[src/rtl/pipe_stage_reg_if.sv]
// Handshake/payload bundle between an upstream driver and a pipe_stage_reg chain.
interface pipe_stage_reg_if #(
    parameter int WIDTH = 32,
    parameter int DEPTH = 1
);
    localparam int CW = $clog2(DEPTH + 1);

    logic             enable;
    logic             flush;
    logic             bubble;
    logic             valid_in;
    logic [WIDTH-1:0] data_in;
    logic [WIDTH-1:0] data_out;
    logic             valid_out;
    logic [DEPTH-1:0] stage_valid;
    logic [CW-1:0]    valid_count;

    modport master (
        output enable, flush, bubble, valid_in, data_in,
        input  data_out, valid_out, stage_valid, valid_count
    );

    modport slave (
        input  enable, flush, bubble, valid_in, data_in,
        output data_out, valid_out, stage_valid, valid_count
    );
endinterface

[src/rtl/pipe_stage_reg.sv]
// DEPTH-stage pipeline boundary register with stall, flush and bubble insertion.
// Any stage whose valid bit is clear always holds RESET_VAL.
module pipe_stage_reg #(
    parameter int               WIDTH     = 32,
    parameter int               DEPTH     = 1,
    parameter logic [WIDTH-1:0] RESET_VAL = '0
) (
    input  logic           clk,
    input  logic           reset,
    pipe_stage_reg_if.slave bus
);
    localparam int CW = $clog2(DEPTH + 1);

    if (DEPTH < 1 || DEPTH > 8 || WIDTH < 1) begin : g_param_check
        $error("pipe_stage_reg: DEPTH must be 1..8 and WIDTH >= 1");
    end

    logic [WIDTH-1:0] pay_p [DEPTH];
    logic [DEPTH-1:0] vld_p;
    logic             load_vld;

    function automatic logic [CW-1:0] popcount(input logic [DEPTH-1:0] v);
        logic [CW-1:0] n;
        n = '0;
        for (int k = 0; k < DEPTH; k++) begin
            n = n + CW'(v[k]);
        end
        return n;
    endfunction

    // A bubble wins over a live word; an empty slot is scrubbed to RESET_VAL.
    assign load_vld = bus.valid_in && !bus.bubble;

    always_ff @(posedge clk or negedge reset) begin
        if (!reset) begin
            for (int k = 0; k < DEPTH; k++) begin
                pay_p[k] <= RESET_VAL;
            end
            vld_p <= '0;
        end else if (bus.flush) begin
            for (int k = 0; k < DEPTH; k++) begin
                pay_p[k] <= RESET_VAL;
            end
            vld_p <= '0;
        end else if (bus.enable) begin
            for (int k = DEPTH - 1; k > 0; k--) begin
                pay_p[k] <= pay_p[k-1];
                vld_p[k] <= vld_p[k-1];
            end
            pay_p[0] <= load_vld ? bus.data_in : RESET_VAL;
            vld_p[0] <= load_vld;
        end
    end

    // Outputs come straight from the last stage registers.
    assign bus.data_out    = pay_p[DEPTH-1];
    assign bus.valid_out   = vld_p[DEPTH-1];
    assign bus.stage_valid = vld_p;
    assign bus.valid_count = popcount(vld_p);
endmodule
[src/flat_wrapper.sv]
// flat-port wrapper written by rule: the top's interface ports become plain ports
module pipe_stage_reg_flat 
#(
    parameter int               WIDTH     = 32,
    parameter int               DEPTH     = 1,
    parameter logic [WIDTH-1:0] RESET_VAL = '0
)
  (clk, reset, bus_enable, bus_flush, bus_bubble, bus_valid_in, bus_data_in, bus_data_out, bus_valid_out, bus_stage_valid, bus_valid_count);
  pipe_stage_reg_if #(.WIDTH(WIDTH), .DEPTH(DEPTH)) bus_i ();
  input  logic clk;
  input  logic reset;
  input wire logic [$bits(bus_i.enable)-1:0] bus_enable;
  input wire logic [$bits(bus_i.flush)-1:0] bus_flush;
  input wire logic [$bits(bus_i.bubble)-1:0] bus_bubble;
  input wire logic [$bits(bus_i.valid_in)-1:0] bus_valid_in;
  input wire logic [$bits(bus_i.data_in)-1:0] bus_data_in;
  output wire logic [$bits(bus_i.data_out)-1:0] bus_data_out;
  output wire logic [$bits(bus_i.valid_out)-1:0] bus_valid_out;
  output wire logic [$bits(bus_i.stage_valid)-1:0] bus_stage_valid;
  output wire logic [$bits(bus_i.valid_count)-1:0] bus_valid_count;
  assign bus_i.enable = bus_enable;
  assign bus_i.flush = bus_flush;
  assign bus_i.bubble = bus_bubble;
  assign bus_i.valid_in = bus_valid_in;
  assign bus_i.data_in = bus_data_in;
  assign bus_data_out = bus_i.data_out;
  assign bus_valid_out = bus_i.valid_out;
  assign bus_stage_valid = bus_i.stage_valid;
  assign bus_valid_count = bus_i.valid_count;
  pipe_stage_reg #(.WIDTH(WIDTH), .DEPTH(DEPTH), .RESET_VAL(RESET_VAL)) u_core (.clk(clk), .reset(reset), .bus(bus_i));
endmodule
[config.mk]
export PLATFORM = sky130hd
export DESIGN_NAME = pipe_stage_reg_flat
export DESIGN_NICKNAME = d
export VERILOG_FILES = /design/src/rtl/pipe_stage_reg_if.sv /design/src/rtl/pipe_stage_reg.sv /design/src/flat_wrapper.sv
export SDC_FILE = /design/constraint.sdc
export NUM_CORES = 1
export LEC_CHECK = 0
export CAP_MARGIN = 20
export CELL_PAD_IN_SITES_DETAIL_PLACEMENT = 1
export CELL_PAD_IN_SITES_GLOBAL_PLACEMENT = 2
export CORE_MARGIN = 2
export CORE_UTILIZATION = 26
export DETAILED_ROUTE_END_ITERATION = 10
export GPL_ROUTABILITY_DRIVEN = 1
export GPL_TIMING_DRIVEN = 0
export PLACE_DENSITY = 0.81
export SYNTH_ARGS = -nofsm -noshare
export SYNTH_HDL_FRONTEND = slang
export SYNTH_SLANG_ARGS = --single-unit
[constraint.sdc]
create_clock -name clk -period 1.55 [get_ports clk]
set_clock_uncertainty 0.1 [all_clocks]
set_input_delay 0.155 -clock clk [delete_from_list [all_inputs] [get_ports clk]]
set_output_delay 0.155 -clock clk [all_outputs]
set_load 0.01 [all_outputs]
==> impl_metrics.tcl, run 1 <==
set metrics [dict create \
    grtUsageTotal_pct 14.2 \
    syn_area_sq_um 1620 \
    drive_above_1_share_pct 8.73 \
    cts_max_path_buffers 2 \
    grt_pass1_wl_um 7820 \
    ff2ff_path_depth 2 \
    gr-usage-met2_pct 23.6 \
    setup-tns-final_ps 0 \
    synth_cell_types 11 \
    internal_power_uw 1410 \
    yosys_register_bits 33 \
    diodes 0 \
    htreeDepth 2 \
    outcome "finished, final reports clean" \
    power.density_nw_per_um2 743 \
    synth_warnings 0 \
    fin_crit_sh_pct 92.9 \
    power_uw 1860 \
    place_congestion 0.666 \
    seqPwrFrac_pct 48.0 \
    async_flop_share_pct 100 \
    grt_setup_unrepaired "no" \
    ios 73 \
    critPathBufInv 1 \
    hold_path_class "in -> reg" \
    switching_share_pct 24.1 \
    crit_family "buffers and inverters" \
    grt_max_degree 34 \
    vias 1441 \
    synth_cells 152 \
    cts_sinks 33 \
    critPathLaunchType "flip-flop" \
    synth_top_flop_cell "dfrtp_1" \
    drt_first_iter_violations 17 \
    synthTopCellsByCount "a21oi_1 (33), dfrtp_1 (33), nand2b_1 (33), nand4b_1 (32), clkbuf_1 (7)" \
    fin_cells 304 \
    drcViolationCount 0 \
    slowest_delay_ps 540 \
    cellLeakagePower_uw 0.000975 \
    hold_violations 0 \
    multi_input_area_sq_um 659 \
    critPathKind "reg -> out" \
    initial_core_util_pct 27.1 \
    area_growth_pct 53.9 \
    routed_via_density 4.74 \
    min_period_ps 1440 \
    first_global_vias 1555 \
    comb_power_share_pct 16.6 \
    clkLatencyLatePin_ps 280 \
    tightest_slew_ps 772 \
    placedCellCount 296 \
    switchingPower_uw 447 \
    dieHeight_um 83.0 \
    path_cells "clkdlybuf4s50_1" \
    place.port_buffers 69 \
    top_usage_layer "met2" \
    utilization_pct 41.7 \
    antenna_left 0 \
    yosysTopAreaCellShare_pct 50.8 \
    routedWlPerCell_um 15.5 \
    yosysTopAreaCell "dfrtp_1" \
    final_nets 267 \
    setup-violations-final 0 \
    path_max_fanout 2 \
    firstDrtPassIters 4 \
    fp.dieW_um 83.0 \
    crit_path_end_kind "output pin" \
    ir_drop_mv 0.369 \
    syn_nets 190 \
    cts_root_buf "clkbuf_8" \
    numCtsBuffers 5 \
    crit_cells 1 \
    use_met1_pct 18.3 \
    fmax_mhz 695 \
    syn-mean-instance-area_sq_um 10.7 \
    nFillCells 678 \
    drv_cap 0 \
    totalWireLength_um 4700 \
    dieArea_sq_um 6890 \
    synth.top_cells.by_area "dfrtp_1 (51%), nand4b_1 (17%), nand2b_1 (13%)" \
    clkPwrFrac_pct 35.3 \
    clkTransAtPathRegs_ps 70 \
    hpwlAfterDp_um 3300 \
    ys_seq_area_share_pct 50.8 \
    cp_data_required_time_ps 1290 \
    grt_antenna_before_repair 0 \
    cts_tree "done" \
    core_area_sq_um 5990 \
    synth_edf_count 0 \
    core.rowCount 28 \
    arrival_ps 1180 \
    grt_use_met3_pct 4.27 \
    holdPathStages 2 \
    regArea_sq_um 826 \
    cts_setup_buffers 0 \
    crit_slowest_cell "clkdlybuf4s50_1" \
    slew_violations 0 \
    slew_headroom_pct 48.5 \
    overflow 0 \
]
[repair_timing]
item | 4_1_cts | 5_1_grt
setup endpoints to repair | 2 | 1
endpoints found under the hold margin | 33 | 0
hold buffers | 1 | 0
gates resized for setup | 2 | 1
[power by group through the flow]
| stage | Combinational (uW) | Sequential (uW) | Clock (uW) |
|---|---|---|---|
| after floorplan | 118 | 918 | 0 |
| after global placement | 315 | 909 | 0 |
| after detailed placement | 314 | 909 | 0 |
| after CTS | 316 | 893 | 682 |
| after global routing | 338 | 895 | 718 |
| final | 309 | 893 | 657 |
[stage by stage]
step | instance area [sq um] | setup WS, ps | hold slack, ps
after CTS | 2500 | 28.3 | 10.5
after global placement | 2410 | -553 | 312
after detailed placement | 2400 | -13.2 | 173
after global routing | 2500 | 49.4 | 19.6
after floorplan | 1620 | 712 | -241
final | 2500 | 110 | 14.9
[flip-flops by register name, summed over array words and instances (netlist names)]
name	cells
u_core.bus.data_out	32
u_core.bus.stage_valid	1
[routing by layer]
| metal | vias up | wire (um) |
|---|---|---|
| met4 | 0 | 25 |
| li1 | 690 | - |
| met5 | - | 0 |
| met2 | 48 | 2310 |
| met3 | 3 | 250 |
| met1 | 700 | 2110 |
[cell families after synthesis]
group                  after synthesis  synth area share (%)
and+or+nand+nor                     66                  30.4
buffers and inverters               20                  8.55
AOI/OAI and AO/OA                   33                  10.2
DFF                                 33                  50.8
[placed cells by master, fill, tap and decap left out, drive strengths merged]
master         netlist  layout
clkdlybuf4s50        0      65
nand2b              33      33
a21oi               33      33
dfrtp               33      33
nand4b              32      32
clkbuf               8      15
buf                 12      13
dlygate4sd2          0       2
nand3b               1       1
dlygate4sd3          0       1
dlymetal6s2s         0       1
[cell type report]
class                   count  area share (%)
repair buffers             70            27.8
flip-flops and latches     33            33.0
plain buffers              20            5.56
multi-input cells          99            26.4
clock buffers               7            3.45
well taps                  75            3.75
[worst paths after layout]
path                                      endpoint                    start  slack [ps]
max                               bus_data_out[27]  u_core.bus.data_out[27]         110
max reg2reg                 u_core.bus.stage_valid   u_core.bus.stage_valid         780
min in group asynchronous  u_core.bus.data_out[23]                    reset         390
min                        u_core.bus.data_out[25]                bus_flush          10
max in group asynchronous   u_core.bus.stage_valid                    reset         470
min reg2reg                u_core.bus.data_out[16]  u_core.bus.data_out[16]         440
No activity file was read; power rests on OpenSTA's default activity.
==> run 2: changes to the inputs <==
--- a/config.mk
+++ b/config.mk
@@ -9,11 +9,12 @@
 export CELL_PAD_IN_SITES_DETAIL_PLACEMENT = 1
 export CELL_PAD_IN_SITES_GLOBAL_PLACEMENT = 2
 export CORE_MARGIN = 2
-export CORE_UTILIZATION = 26
+export CORE_UTILIZATION = 22
 export DETAILED_ROUTE_END_ITERATION = 10
 export GPL_ROUTABILITY_DRIVEN = 1
 export GPL_TIMING_DRIVEN = 0
-export PLACE_DENSITY = 0.81
+export HOLD_SLACK_MARGIN = 0.03
+export PLACE_DENSITY = 0.73
 export SYNTH_ARGS = -nofsm -noshare
 export SYNTH_HDL_FRONTEND = slang
 export SYNTH_SLANG_ARGS = --single-unit
==> constraint.sdc (replaced) <==
create_clock -name clk -period 1.28 [get_ports clk]
set_clock_uncertainty 0.1 [all_clocks]
set_input_delay 0.128 -clock clk [delete_from_list [all_inputs] [get_ports clk]]
set_output_delay 0.128 -clock clk [all_outputs]
set_load 0.01 [all_outputs]
==> run 2 against run 1 <==
Effect of this change: count of clock-buffer cells in the layout shrank 1; first-iteration DRC count rose to 2.8 times the previous value; sequential cell count is the same; die area is 17% higher; cell area up 0.40%; clock power rose by 17%; power rose by 19%; critical endpoint is now bus_valid_out; register-to-register slack worse by 380 ps; via count grew 0.62%; critical path depth up 2; worst hold slack improved by 57 ps; final cell count rose by 8.9%.
==> impl_metrics.tcl, run 2 (synthesized netlist as in run 1, its figures left out) <==
set metrics [dict create \
    antenna_left 0 \
    reg2reg_from "u_core.bus.stage_valid" \
    fmax_mhz 801 \
    worst_slack_ps 31.7 \
    htreeDepth 2 \
    drcViolationCount 0 \
    setup-tns-final_ps 0 \
    initial_core_util_pct 22.5 \
    drv_cap 0 \
    totalWireLength_um 4910 \
    arrival_ps 1020 \
    cellLeakagePower_uw 0.00112 \
    dieHeight_um 89.9 \
    grt_pass1_wl_um 8170 \
    hold_violations 0 \
    drive_above_1_share_pct 11.6 \
    tightest_slew_ps 788 \
    overflow 0 \
    crit_slowest_cell "dfrtp_1" \
    grt_setup_unrepaired "yes" \
    clkTransAtPathRegs_ps 70 \
    grt_antenna_before_repair 0 \
    critPathLaunchType "flip-flop" \
    critPathKind "reg -> out" \
    fin_cells 331 \
    clkLatencyLatePin_ps 280 \
    cts_max_path_buffers 2 \
    first_global_vias 1596 \
    reg2reg_to "u_core.bus.stage_valid" \
    firstDrtPassIters 4 \
    setup-violations-final 0 \
    ios 73 \
    routed_via_density 4.38 \
    placedCellCount 320 \
    fin_crit_sh_pct 97.5 \
    area_growth_pct 54.5 \
    path_cells "buf_6 > buf_6 > buf_6" \
    place.port_buffers 69 \
    power.density_nw_per_um2 881 \
    hp-start "bus_valid_in" \
    crit_top_cell "buf_6" \
    hold_path_class "in -> reg" \
    routedWlPerCell_um 14.8 \
    cp_data_required_time_ps 1050 \
    nFillCells 846 \
    path_max_fanout 3 \
    numCtsBuffers 5 \
    cts_sinks 33 \
    slew_headroom_pct 47.4 \
    hold_end "u_core.bus.data_out[26]" \
    grtUsageTotal_pct 12.7 \
    cts_tree "done" \
    final_nets 269 \
    hpwlAfterDp_um 3410 \
    cts_root_buf "clkbuf_8" \
    drt_first_iter_violations 48 \
    mostFrequentLayoutCells "nand2b_1 (33), a21oi_1 (33), clkdlybuf4s50_1 (33), dlygate4sd2_1 (33), dfrtp_1 (33)" \
    critPathBufInv 3 \
    diodes 0 \
    largest_register_ffs 32 \
    holdPathStages 3 \
    core_area_sq_um 7210 \
    grt_max_degree 34 \
    core.rowCount 31 \
    dieArea_sq_um 8090 \
    preCtsSetupSlack_ps -288 \
    ff2ff_path_depth 3 \
    crit_path_end_kind "output pin" \
    min_period_ps 1250 \
    ff2ff_setup_slack_ps 400 \
    slowest_delay_ps 410 \
    crit_family "flip-flops" \
    outcome "finished, final reports clean" \
    ir_drop_mv 0.383 \
    fp.dieW_um 89.9 \
    place_congestion 0.643 \
    slew_violations 0 \
    vias 1450 \
]
==> run 2: cell types whose count changed in the layout (fill, tap and decap cells not counted), sizes merged <==
cell,change
dlygate4sd3,+1
dlymetal6s2s,-1
clkinv,+2
dlygate4sd2,+31
clkdlybuf4s50,-32
buf,+2
==> run 2: worst reg2reg max path, cell delays in order, from the launching register on <==
cell and delay [ps]:
dfrtp_1 390, buf_6 120, nand2b_1 50, a21oi_1 150
==> run 2: worst max-delay path by stage <==
| stage | from | end | slack (ps) | cells after the start |
|---|---|---|---|---|
| final | u_core.bus.stage_valid | bus_valid_out | 30 | 3 |
| after global routing | u_core.bus.stage_valid | bus_valid_out | -20 | 3 |
| after global placement | reset | u_core.bus.stage_valid | -760 | 1 |
| after detailed placement | bus_bubble | u_core.bus.data_out[14] | -290 | 4 |
| after CTS | u_core.bus.stage_valid | bus_valid_out | -40 | 3 |
| after floorplan | bus_flush | u_core.bus.data_out[0] | 470 | 3 |
==> run 2: repair_timing <==
item / 4_1_cts / 5_1_grt
hold buffers: 2 / 0
buffers inserted: 1 / 0
endpoints found under the setup margin: 35 / 31
endpoints found under the hold margin: 36 / 0
resized for setup: 38 / 10
==> run 2: report_power, final <==
part / switching [uW] / leakage (uW) / internal, uW
combinational: 162 / 0.000624 / 204
sequential: 13.0 / 0.000456 / 1070
clock: 389 / 0.0000450 / 377
total: 564 / 0.00112 / 1650
==> run 2: metal layers <==
| layer | vias to the layer above | global-route usage (%) | routed length, um |
|---|---|---|---|
| li1 | 697 | - | - |
| met1 | 711 | 15.7 | 2160 |
| met2 | 37 | 22.0 | 2480 |
| met3 | 5 | 3.35 | 226 |
| met4 | 0 | 3.46 | 47 |
| met5 | - | 0 | 0 |
==> run 2: final cells by class <==
type | count | area, sq um | area share, %
Sequential cell | 33 | 826 | 32.9
Timing Repair Buffer | 72 | 672 | 26.8
Multi-Input combinational cell | 99 | 659 | 26.3
Buffer | 20 | 146 | 5.83
Tap cell | 99 | 124 | 4.94
Clock buffer | 6 | 72.6 | 2.89
Clock inverter | 2 | 10.0 | 0.399
==> run 2: stage by stage <==
step / hold WS, ps / util [%] / power (uW) / instance area (sq um)
floorplan: -268 / - / 1250 / 1620
global placement: 294 / 33.8 / 1480 / 2440
CTS: 65.3 / 34.7 / 2260 / 2500
global route: 95.1 / 34.8 / 2350 / 2510
detailed placement: 159 / 33.7 / 1490 / 2430
finish: 71.6 / 34.8 / 2210 / 2510
==> run 3: changes to the inputs <==
--- a/config.mk
+++ b/config.mk
@@ -5,16 +5,16 @@
 export SDC_FILE = /design/constraint.sdc
 export NUM_CORES = 1
 export LEC_CHECK = 0
-export CAP_MARGIN = 20
+export CAP_MARGIN = 0
 export CELL_PAD_IN_SITES_DETAIL_PLACEMENT = 1
 export CELL_PAD_IN_SITES_GLOBAL_PLACEMENT = 2
 export CORE_MARGIN = 2
-export CORE_UTILIZATION = 22
+export CORE_UTILIZATION = 24
 export DETAILED_ROUTE_END_ITERATION = 10
 export GPL_ROUTABILITY_DRIVEN = 1
 export GPL_TIMING_DRIVEN = 0
 export HOLD_SLACK_MARGIN = 0.03
-export PLACE_DENSITY = 0.73
+export PLACE_DENSITY = 0.75
 export SYNTH_ARGS = -nofsm -noshare
 export SYNTH_HDL_FRONTEND = slang
 export SYNTH_SLANG_ARGS = --single-unit
==> constraint.sdc (replaced) <==
create_clock -name clk -period 1.4 [get_ports clk]
set_clock_uncertainty 0.1 [all_clocks]
set_input_delay 0.14 -clock clk [delete_from_list [all_inputs] [get_ports clk]]
set_output_delay 0.14 -clock clk [all_outputs]
set_load 0.01 [all_outputs]
==> run 3 against run 2 <==
Effect of this change: worst setup slack better by 41 ps; critical path depth is the same; clock power shrank 8.0%; count of clock-buffer cells in the layout unchanged; global-route usage up 0.86 points; register-to-register slack improved by 110 ps; via count shrank 0.97%; sequential share of layout area grew 0.36 points; final cell count decreased by 6.3%; first-iteration DRC count down 2.1%; largest power group unchanged; highest routed layer unchanged.
==> impl_metrics.tcl, run 3 (synthesized netlist as in run 1, its figures left out) <==
set metrics [dict create \
    grt_setup_unrepaired "no" \
    routed_via_density 4.63 \
    power_uw 2030 \
    outcome "finished, final reports clean" \
    grt_max_degree 34 \
    grtUsageTotal_pct 13.6 \
    power.density_nw_per_um2 816 \
    crit_slowest_cell "dfrtp_1" \
    fin_crit_sh_pct 94.8 \
    dieHeight_um 86.3 \
    fp.dieW_um 86.3 \
    core.rowCount 29 \
    critPathLaunchType "flip-flop" \
    multi_input_area_sq_um 659 \
    largest_register_ffs 32 \
    cts_sinks 33 \
    core_area_sq_um 6460 \
    drv_cap 0 \
    initial_core_util_pct 25.1 \
    totalWireLength_um 4840 \
    place_congestion 0.646 \
    grt_pass1_wl_um 7800 \
    regArea_sq_um 826 \
    nFillCells 746 \
    slew_headroom_pct 48.2 \
    ir_drop_mv 0.337 \
    area_growth_pct 52.9 \
    arrival_ps 1090 \
    dieArea_sq_um 7440 \
    routedWlPerCell_um 15.6 \
    diodes 0 \
    tightest_slew_ps 778 \
    numCtsBuffers 5 \
    grt_antenna_before_repair 0 \
    hold_violations 0 \
    hold_path_class "in -> reg" \
    cts_root_buf "clkbuf_8" \
    critPathKind "reg -> out" \
    crit_top_cell "buf_4" \
    cts_tree "done" \
    min_period_ps 1330 \
    ff2ff_setup_slack_ps 510 \
    mostFrequentLayoutCells "nand2b_1 (33), a21oi_1 (33), clkdlybuf4s50_1 (33), dlygate4sd2_1 (33), dfrtp_1 (33)" \
    overflow 0 \
    setup-tns-final_ps 0 \
    cellLeakagePower_uw 0.00112 \
    path_cells "buf_4 > buf_4 > buf_4" \
    hpwlAfterDp_um 3410 \
    finish.instance_area_sq_um 2480 \
    drive_above_1_share_pct 11.2 \
    cts_max_path_buffers 2 \
    placedCellCount 298 \
    antenna_left 0 \
    first_global_vias 1510 \
    slowest_delay_ps 420 \
    drt_first_iter_violations 47 \
    htreeDepth 2 \
    fmax_mhz 753 \
    clkTransAtPathRegs_ps 70 \
    setup-violations-final 0 \
    fin_cells 310 \
    drcViolationCount 0 \
    cp_data_required_time_ps 1160 \
    final_nets 270 \
    clkLatencyLatePin_ps 280 \
    place.port_buffers 69 \
    slew_violations 0 \
    vias 1436 \
    path_max_fanout 4 \
    placed_area_sq_um 2410 \
    crit_path_end_kind "output pin" \
    ios 73 \
    firstDrtPassIters 4 \
]
## run 3: changes by cell type in the layout (fill, tap and decap cells not counted), sizes merged
cell and delta:
clkbuf -1, buf +1, clkdlybuf4s15 +1
## run 3: layout make-up
| cell class | instances | share of cell area [%] |
|---|---|---|
| sequential | 33 | 33.3 |
| tap | 77 | 3.88 |
| buffer | 20 | 5.70 |
| clock buffer | 6 | 2.92 |
| multi-input combinational | 99 | 26.6 |
| clock inverter | 2 | 0.403 |
| timing repair buffer | 73 | 27.3 |
## run 3: timing repair
item | CTS | global route
endpoints found under the hold margin | 36 | 0
setup buffers | 2 | 0
hold buffers | 2 | 0
resized for setup | 36 | 5
setup endpoints to repair | 35 | 8
## run 3: metrics by stage
stage	util (%)	hold slack (ps)	worst slack (ps)
floorplan	-	-256	577
global placement	37.3	304	-740
detailed placement	37.3	175	-196
CTS	38.4	70.5	42.3
global route	38.4	105	15.4
finish	38.4	84.6	72.5
## run 3: worst max-delay path: cells and delay by family (launching register included)
family                 cells  cell delay, ps
flip-flops                 1             420
buffers and inverters      3             390
## run 3: path summary, 6_finish.rpt
check	startpoint	endpoint	depth (start not counted)
max	u_core.bus.stage_valid	bus_valid_count	3
min	bus_valid_in	u_core.bus.data_out[31]	3
max reg2reg	u_core.bus.stage_valid	u_core.bus.stage_valid	3
min reg2reg	u_core.bus.data_out[4]	u_core.bus.data_out[4]	2
max in group asynchronous	reset	u_core.bus.data_out[21]	2
min in group asynchronous	reset	u_core.bus.data_out[13]	2
## run 3: report_power, final
part / switching [uW] / internal (uW) / leakage (uW)
sequential: 12.0 / 975 / 0.000456
clock: 360 / 345 / 0.0000450
combinational: 147 / 186 / 0.000624
## run 3: layer usage
layer,part of all wire (%),track usage [%]
met1,45,18.0
met2,48,21.8
met3,5.6,4.19
met4,0.60,2.98
met5,0,0
